$ cat src/rtl/fir_window_feeder.sv
// Sample delay line feeding the symmetric FIR: shifts in one sample per handshake
// and holds the full TAPS-wide window stable until the consumer takes it.
module fir_window_feeder #(
    parameter int N          = 12,
    parameter int TAPS       = 19,
    parameter int ZERO_PRIME = 0,
    parameter int CNT_W      = 16
) (
    input  logic                         clk,
    input  logic                         rst,
    input  logic                         s_valid,
    output logic                         s_ready,
    input  logic [N-1:0]                 s_data,
    input  logic                         flush,
    output logic                         win_valid,
    input  logic                         win_ready,
    output logic [TAPS*N-1:0]            win_data,
    output logic [$clog2(TAPS+1)-1:0]    fill_cnt,
    output logic [CNT_W-1:0]             win_cnt
);

    localparam int FILL_W = $clog2(TAPS + 1);
    localparam logic [FILL_W-1:0] FULL = FILL_W'(TAPS);

    typedef enum logic [1:0] {EMPTY, FILLING, STREAMING} state_t;

    state_t              r_state;
    state_t              w_state_nxt;
    logic [N-1:0]        r_taps [TAPS];
    logic [FILL_W-1:0]   r_fill;
    logic [FILL_W-1:0]   w_fill_nxt;
    logic                r_win_valid;
    logic [CNT_W-1:0]    r_win_cnt;
    logic                w_accept;
    logic                w_emit;
    logic                w_take;

    // Combinational win_ready -> s_ready path lets a held window be replaced in the same cycle.
    assign s_ready    = !rst && !flush && (!r_win_valid || win_ready);
    assign w_accept   = s_valid && s_ready;
    assign w_take     = r_win_valid && win_ready && !flush;
    assign w_fill_nxt = (r_fill == FULL) ? FULL : r_fill + 1'b1;

    always_comb begin
        w_state_nxt = r_state;
        case (r_state)
            EMPTY:     w_state_nxt = (TAPS == 1 || ZERO_PRIME != 0) ? STREAMING : FILLING;
            FILLING:   if (w_fill_nxt == FULL) w_state_nxt = STREAMING;
            default:   w_state_nxt = STREAMING;
        endcase
    end

    assign w_emit = w_accept && (w_state_nxt == STREAMING);

    always_ff @(posedge clk) begin
        if (rst) begin
            r_state     <= EMPTY;
            r_fill      <= '0;
            r_win_valid <= 1'b0;
            r_win_cnt   <= '0;
            for (int k = 0; k < TAPS; k++) r_taps[k] <= '0;
        end else if (flush) begin
            r_state     <= EMPTY;
            r_fill      <= '0;
            r_win_valid <= 1'b0;
            for (int k = 0; k < TAPS; k++) r_taps[k] <= '0;
        end else begin
            if (w_take) r_win_cnt <= r_win_cnt + 1'b1;
            if (w_accept) begin
                for (int k = TAPS - 1; k > 0; k--) r_taps[k] <= r_taps[k-1];
                r_taps[0]   <= s_data;
                r_fill      <= w_fill_nxt;
                r_state     <= w_state_nxt;
                r_win_valid <= w_emit;
            end else if (win_ready) begin
                r_win_valid <= 1'b0;
            end
        end
    end

    for (genvar k = 0; k < TAPS; k++) begin : g_win
        assign win_data[k*N +: N] = r_taps[k];
    end

    assign win_valid = r_win_valid;
    assign fill_cnt  = r_fill;
    assign win_cnt   = r_win_cnt;

endmodule
$ cat config.mk
export PLATFORM = sky130hd
export DESIGN_NAME = fir_window_feeder
export DESIGN_NICKNAME = d
export VERILOG_FILES = /design/src/rtl/fir_window_feeder.sv
export SDC_FILE = /design/constraint.sdc
export NUM_CORES = 1
export LEC_CHECK = 0
export BUFFER_PORTS_ARGS = -buffer_cell sky130_fd_sc_hd__buf_2
export CAP_MARGIN = 10
export CORE_ASPECT_RATIO = 1.2
export CORE_MARGIN = 2
export CORE_UTILIZATION = 35
export DETAILED_ROUTE_END_ITERATION = 8
export SLEW_MARGIN = 20
export SYNTH_ARGS = -nofsm -noshare
export SYNTH_HDL_FRONTEND = slang
export SYNTH_SLANG_ARGS = --single-unit
$ cat constraint.sdc
create_clock -name clk -period 18.09 [get_ports clk]
set_clock_uncertainty 0.1 [all_clocks]
set_input_delay 1.809 -clock clk [delete_from_list [all_inputs] [get_ports clk]]
set_output_delay 1.809 -clock clk [all_outputs]
set_load 0.02 [all_outputs]
==> results of run 1 <==
## flip-flops by register name, summed over array words and instances, names as in the netlist
register and count:
fill_cnt 5, r_state 2, r_taps 228, win_cnt 16
win_valid 1
## layout make-up
class	count	area, sq um	share of cell area, %
clock buffers	33	698.2	5.760
clock inverters	12	160.2	1.321
inverters	2	7.507	0.06194
multi-input cells	337	2117	17.47
flip-flops and latches	252	7327	60.45
well taps	340	425.4	3.510
repair buffers	273	1385	11.43
## metrics by stage
stage / area (sq um) / util [%] / setup slack, ns / total power, W / hold slack [ns]
after CTS: 12120 / 44.73 / 13.29 / 0.001312 / 0.3940
after global placement: 11260 / 41.57 / 12.78 / 0.0007676 / 0.3708
final: 12120 / 44.75 / 13.30 / 0.001297 / 0.3975
after global routing: 12120 / 44.75 / 13.03 / 0.001340 / 0.4151
after detailed placement: 11260 / 41.57 / 12.74 / 0.0007677 / 0.3835
after floorplan: 9643 / - / 10.23 / 0.0007333 / 0.3410
## critical path, cell delays in order
cell and delay, ns:
buf_2 0.12, nand2b_1 0.20, nand2_1 0.18, nand2_4 0.61, buf_4 0.91, buf_4 0.85
## logic make-up after synthesis
family / after synthesis / share of synthesized area [%]
simple gates: 298 / 18.83
flops: 252 / 75.98
buf+inv: 56 / 2.245
compound gates: 25 / 1.544
xor+xnor: 9 / 0.8174
mux: 3 / 0.3244
fa+ha+maj: 2 / 0.2595
## metal layers
metal  up-vias  GRT usage, %  part of all wire, %
li1       2959             -                    -
met5         -             0                    0
met4         0         4.330                  2.1
met3        29         4.424                  9.1
met2       261         24.32                   45
met1      3013         20.22                   43
## how the worst max path moves through the flow
| stage | end | slack [ns] | cells after the start |
|---|---|---|---|
| 5_1_grt | r_taps[2][8] | 13.03 | 6 |
| 6_report | r_taps[9][10] | 13.30 | 6 |
| 2_1_floorplan | r_taps[0][0] | 10.23 | 4 |
| 3_3_place_gp | r_taps[1][8] | 12.78 | 6 |
| 3_5_place_dp | r_taps[0][7] | 12.74 | 6 |
| 4_1_cts | r_taps[2][7] | 13.29 | 6 |
## layout by cell type (no fill, tap or decap), types with 6 or more instances in the layout
master and count:
and3_1 229, edfxtp_1 228, clkbuf_1 6, nor2_1 15, buf_2 267, nand3_1 7
clkbuf_16 27, dfxtp_1 24, a21oi_1 9, o21ai_0 6, nand2_1 13
## power breakdown
part           internal, W  switching [W]  leakage (nW)
combinational    0.0000214      0.0000642          2.96
clock             0.000328       0.000214         0.421
sequential        0.000656      0.0000126          2.85
total              0.00101       0.000291          6.23
==> reports/qor.txt, run 1 <==
CP Launch Type: input pin
P per Cell Area: 107.0 nW/um^2
Worst-Margin Slew: 1.066 ns
hold worst-path end: win_cnt[15]
minimum clock period: 4.790 ns
first-pass GRT wire length: 34.36 mm
area leader, netlist: edfxtp_1
# IOs: 268
Core Rows: 66
most frequent cells after synthesis: 229 x and3_1, 228 x edfxtp_1, 48 x clkbuf_1
Clk Latency, worst-skew pair: 0.52 ns
largest net degree at the start of global routing: 142
Final period util: 26.48%
reg-to-reg critical path endpoint: r_taps[9][10]
TritonRoute pass-1 iters: 4
Final ANT Viol Nets: 0
layout cells sized above 1: 34.87%
RR Startpoint: win_valid
Cell Area, Synth: 9643 sq um
CP arrival: 4.83 ns
initial antenna violation count: 0
post-synth top area share: 71.00%
Cells on Worst Hold Path: 2
CTS Buffer Depth: 3
hold_buf cts: 0
Filler cells: 2454
final std cells w/o fill: 1249
synth top area cells: edfxtp_1 71%, and3_1 15%, dfxtp_1 5.0%, clkbuf_1 1.9%, nor2_1 0.62%
Placeable Area: 27090 sq um
#FFs+latches synth: 252
count leader, synth: and3_1
yosys warns: 0
initial core utilization: 35.60%
Chip Width: 155.5 microns
Mapped Cells: 645
TritonCTS buffer count: 26
vias per cell: 5.014
vias in the first global route: 5969
Buffers on Ports: 267
placed cell count: 1204
n_diodes: 0
clock-pin slew on the worst setup and hold paths: 0.06 ns
Final nets: 911
ys async rst share: 0%
drt initial violations: 385
CP Data Required Time: 18.13 ns
clk sinks: 252
routed wire length: 23.41 mm
crit path kind: in -> reg
Root Buffer: clkbuf_16
routed len/inst: 18.74 microns
CP endpoint kind: flop
H-tree levels: 1
worst min-delay path class: reg -> reg
r2r setup slk: 14.39 ns
RSZ-0062 raised after global routing: no
Yosys cell types: 40
gpl congestion: 0.7876
syn_nets: 664
GRT overflow: 0
R2R cell count: 5
post-DP HPWL: 14.97 mm
vias: 6262
Seq/Total Area, Yosys: 75.98%
Worst slew margin: 28.92%
Final Hold Vio Count: 0
crit path launch: win_ready
post-cts sizing count: 0
Max-cap violations: 0
post-route setup TNS: 0 ns
post-CTS setup buffers: 0
critical path fanouts, max: 83
GR Util All Layers: 15.20%
Avg Cell Area, Syn: 14.95 sq um
status: finished, final reports clean
Die ar.: 28900 sq um
worst vdd ir: 0.07672 mV
HP Start: win_cnt[15]
final setup violation count: 0
Pleak: 6.228 nW
Final Max Tran Viols: 0
Synth Flop Type: edfxtp_1
Area growth, synth to finish: 25.69%
fmax: 208.8 MHz
Post-synth EDFFs: 228
CTS tree: done
Post-route DRC: 0
Die Y: 185.8 microns
No activity file was read; power rests on OpenSTA's default activity.
==> inputs of run 2 (changes only) <==
- clock period: 18.09 -> 4.4 ns (I/O delays scaled with it)
==> reports/qor.txt, run 2 (synthesis results as in run 1) <==
CP endpoint kind: flop
drt initial violations: 422
P_int: 0.003985 W
r2r setup slk: 2.11 ns
Pleak: 6.204 nW
CP arrival: 2.64 ns
Clk Latency, worst-skew pair: 0.53 ns
hold_buf cts: 0
CTS Buffer Depth: 3
CP Launch Type: flop
routed len/inst: 19.04 microns
vias per cell: 5.069
worst vdd ir: 0.2677 mV
vias in the first global route: 5990
Die ar.: 28900 sq um
layout cells sized above 1: 34.73%
critical path, cell by cell: nand2b_1, and2_4, buf_4, o21ai_0, a31oi_1
Final Util: 44.69%
max reg flops: 228
Max-cap violations: 0
post-route setup TNS: 0 ns
reg-to-reg critical path endpoint: fill_cnt[0]
Final ANT Viol Nets: 0
HP Start: s_data[0]
crit path launch: win_valid
# IOs: 268
largest net degree at the start of global routing: 233
Filler cells: 2484
switch share: 23.28%
Final period util: 52.08%
GRT overflow: 0
hold worst-path end: r_taps[0][0]
leading cell type in the layout, fill and taps excluded: buf_2
clock share of power: 40.2%
Die Y: 185.8 microns
Chip Width: 155.5 microns
cell family with most CP delay: simple AND/OR/NAND/NOR gates
Worst-Margin Slew: 0.9397 ns
most flop-heavy register: r_taps
post-cts sizing count: 0
Final nets: 911
worst min-delay path class: in -> reg
CP max stage delay: 0.77 ns
n_diodes: 0
crit path kind: reg -> reg
P per Cell Area: 429.1 nW/um^2
critical path fanouts, max: 104
R2R cell count: 5
initial antenna violation count: 0
Cells on Worst Hold Path: 2
first-pass GRT wire length: 35.26 mm
Core Rows: 66
Post-route DRC: 0
status: finished, final reports clean
post-CTS setup buffers: 0
fmax: 436.4 MHz
sequential share of power: 53.0%
final setup violation count: 0
CP Data Required Time: 4.74 ns
Final Max Tran Viols: 0
routed wire length: 23.80 mm
Placeable Area: 27090 sq um
RSZ-0062 raised after global routing: no
CTS tree: done
minimum clock period: 2.292 ns
Psw: 0.001209 W
Root Buffer: clkbuf_16
post-DP HPWL: 15.28 mm
RR Startpoint: win_valid
Buffers on Ports: 267
Worst slew margin: 37.35%
TritonCTS buffer count: 26
TritonRoute pass-1 iters: 4
Area growth, synth to finish: 25.52%
GR Util All Layers: 15.67%
gpl congestion: 0.7888
Comb power frac: 6.9%
crit path max-delay cell type: and2_4
clk sinks: 252
Final Hold Vio Count: 0
most frequent cells in the layout: 267 x buf_2, 229 x and3_1, 228 x edfxtp_1
vias: 6336
Buffers & Inverters on Critical Path: 1
H-tree levels: 1
clock-pin slew on the worst setup and hold paths: 0.06 ns
initial core utilization: 35.60%
run 2: cell count changes in the layout (fill, tap and decap cells not counted), sizes merged:
cell | before | now
clkinvlp | 0 | 1
clkinv | 7 | 8
clkbuf | 33 | 35
bufinv | 4 | 1
run 2: cell type report:
type                    instances  area [sq um]  share of cell area [%]
clock buffers                  35         715.7                   5.913
repair buffers                273          1419                   11.72
well taps                     340         425.4                   3.515
flip-flops and latches        252          7327                   60.53
inverters                       2         7.507                 0.06202
multi-input cells             337          2126                   17.56
clock inverters                11         83.83                  0.6926
run 2: per-layer routing:
metal | track usage (%) | part of all wire [%]
met1 | 20.38 | 42
met3 | 5.192 | 9.9
met2 | 25.12 | 46
met5 | 0 | 0
met4 | 4.514 | 1.8
run 2: worst reg2reg max path, delay by kind of cell, from the launching register on:
family	cells	cell delay, ns
buffers and inverters	1	0.52
flip-flops	1	0.34
AND/OR/NAND/NOR	2	0.94
AO/OA/AOI/OAI	2	0.32
run 2: how the worst max path moves through the flow:
stage	endpoint	slack, ns	depth (start not counted)
2_1_floorplan	r_taps[0][0]	0.11	4
5_1_grt	fill_cnt[0]	1.93	5
3_5_place_dp	r_taps[13][9]	1.82	5
4_1_cts	r_taps[13][9]	2.07	4
3_3_place_gp	r_taps[17][11]	1.83	4
6_report	fill_cnt[0]	2.11	5
run 2: stage by stage:
stage               power (W)  cells  area (sq um)  hold WS (ns)  setup WS, ns
finish               0.005194   1250         12100        0.1087         2.108
floorplan            0.003007    645          9646        0.3410        0.1066
global placement     0.003160   1204         11300        0.3680         1.834
detailed placement   0.003162   1204         11300        0.3742         1.818
global route         0.005382   1250         12100       0.09909         1.925
CTS                  0.005259   1250         12100       0.07811         2.067
run 2: power by group through the flow:
| stage | registers [W] | clock network [W] | logic, W |
|---|---|---|---|
| 6_report | 0.00275 | 0.00209 | 0.000356 |
| 5_1_grt | 0.00276 | 0.00224 | 0.000381 |
| 4_1_cts | 0.00275 | 0.00215 | 0.000359 |
| 3_5_place_dp | 0.00280 | 0 | 0.000359 |
| 3_3_place_gp | 0.00280 | 0 | 0.000357 |
| 2_1_floorplan | 0.00292 | 0 | 0.0000892 |
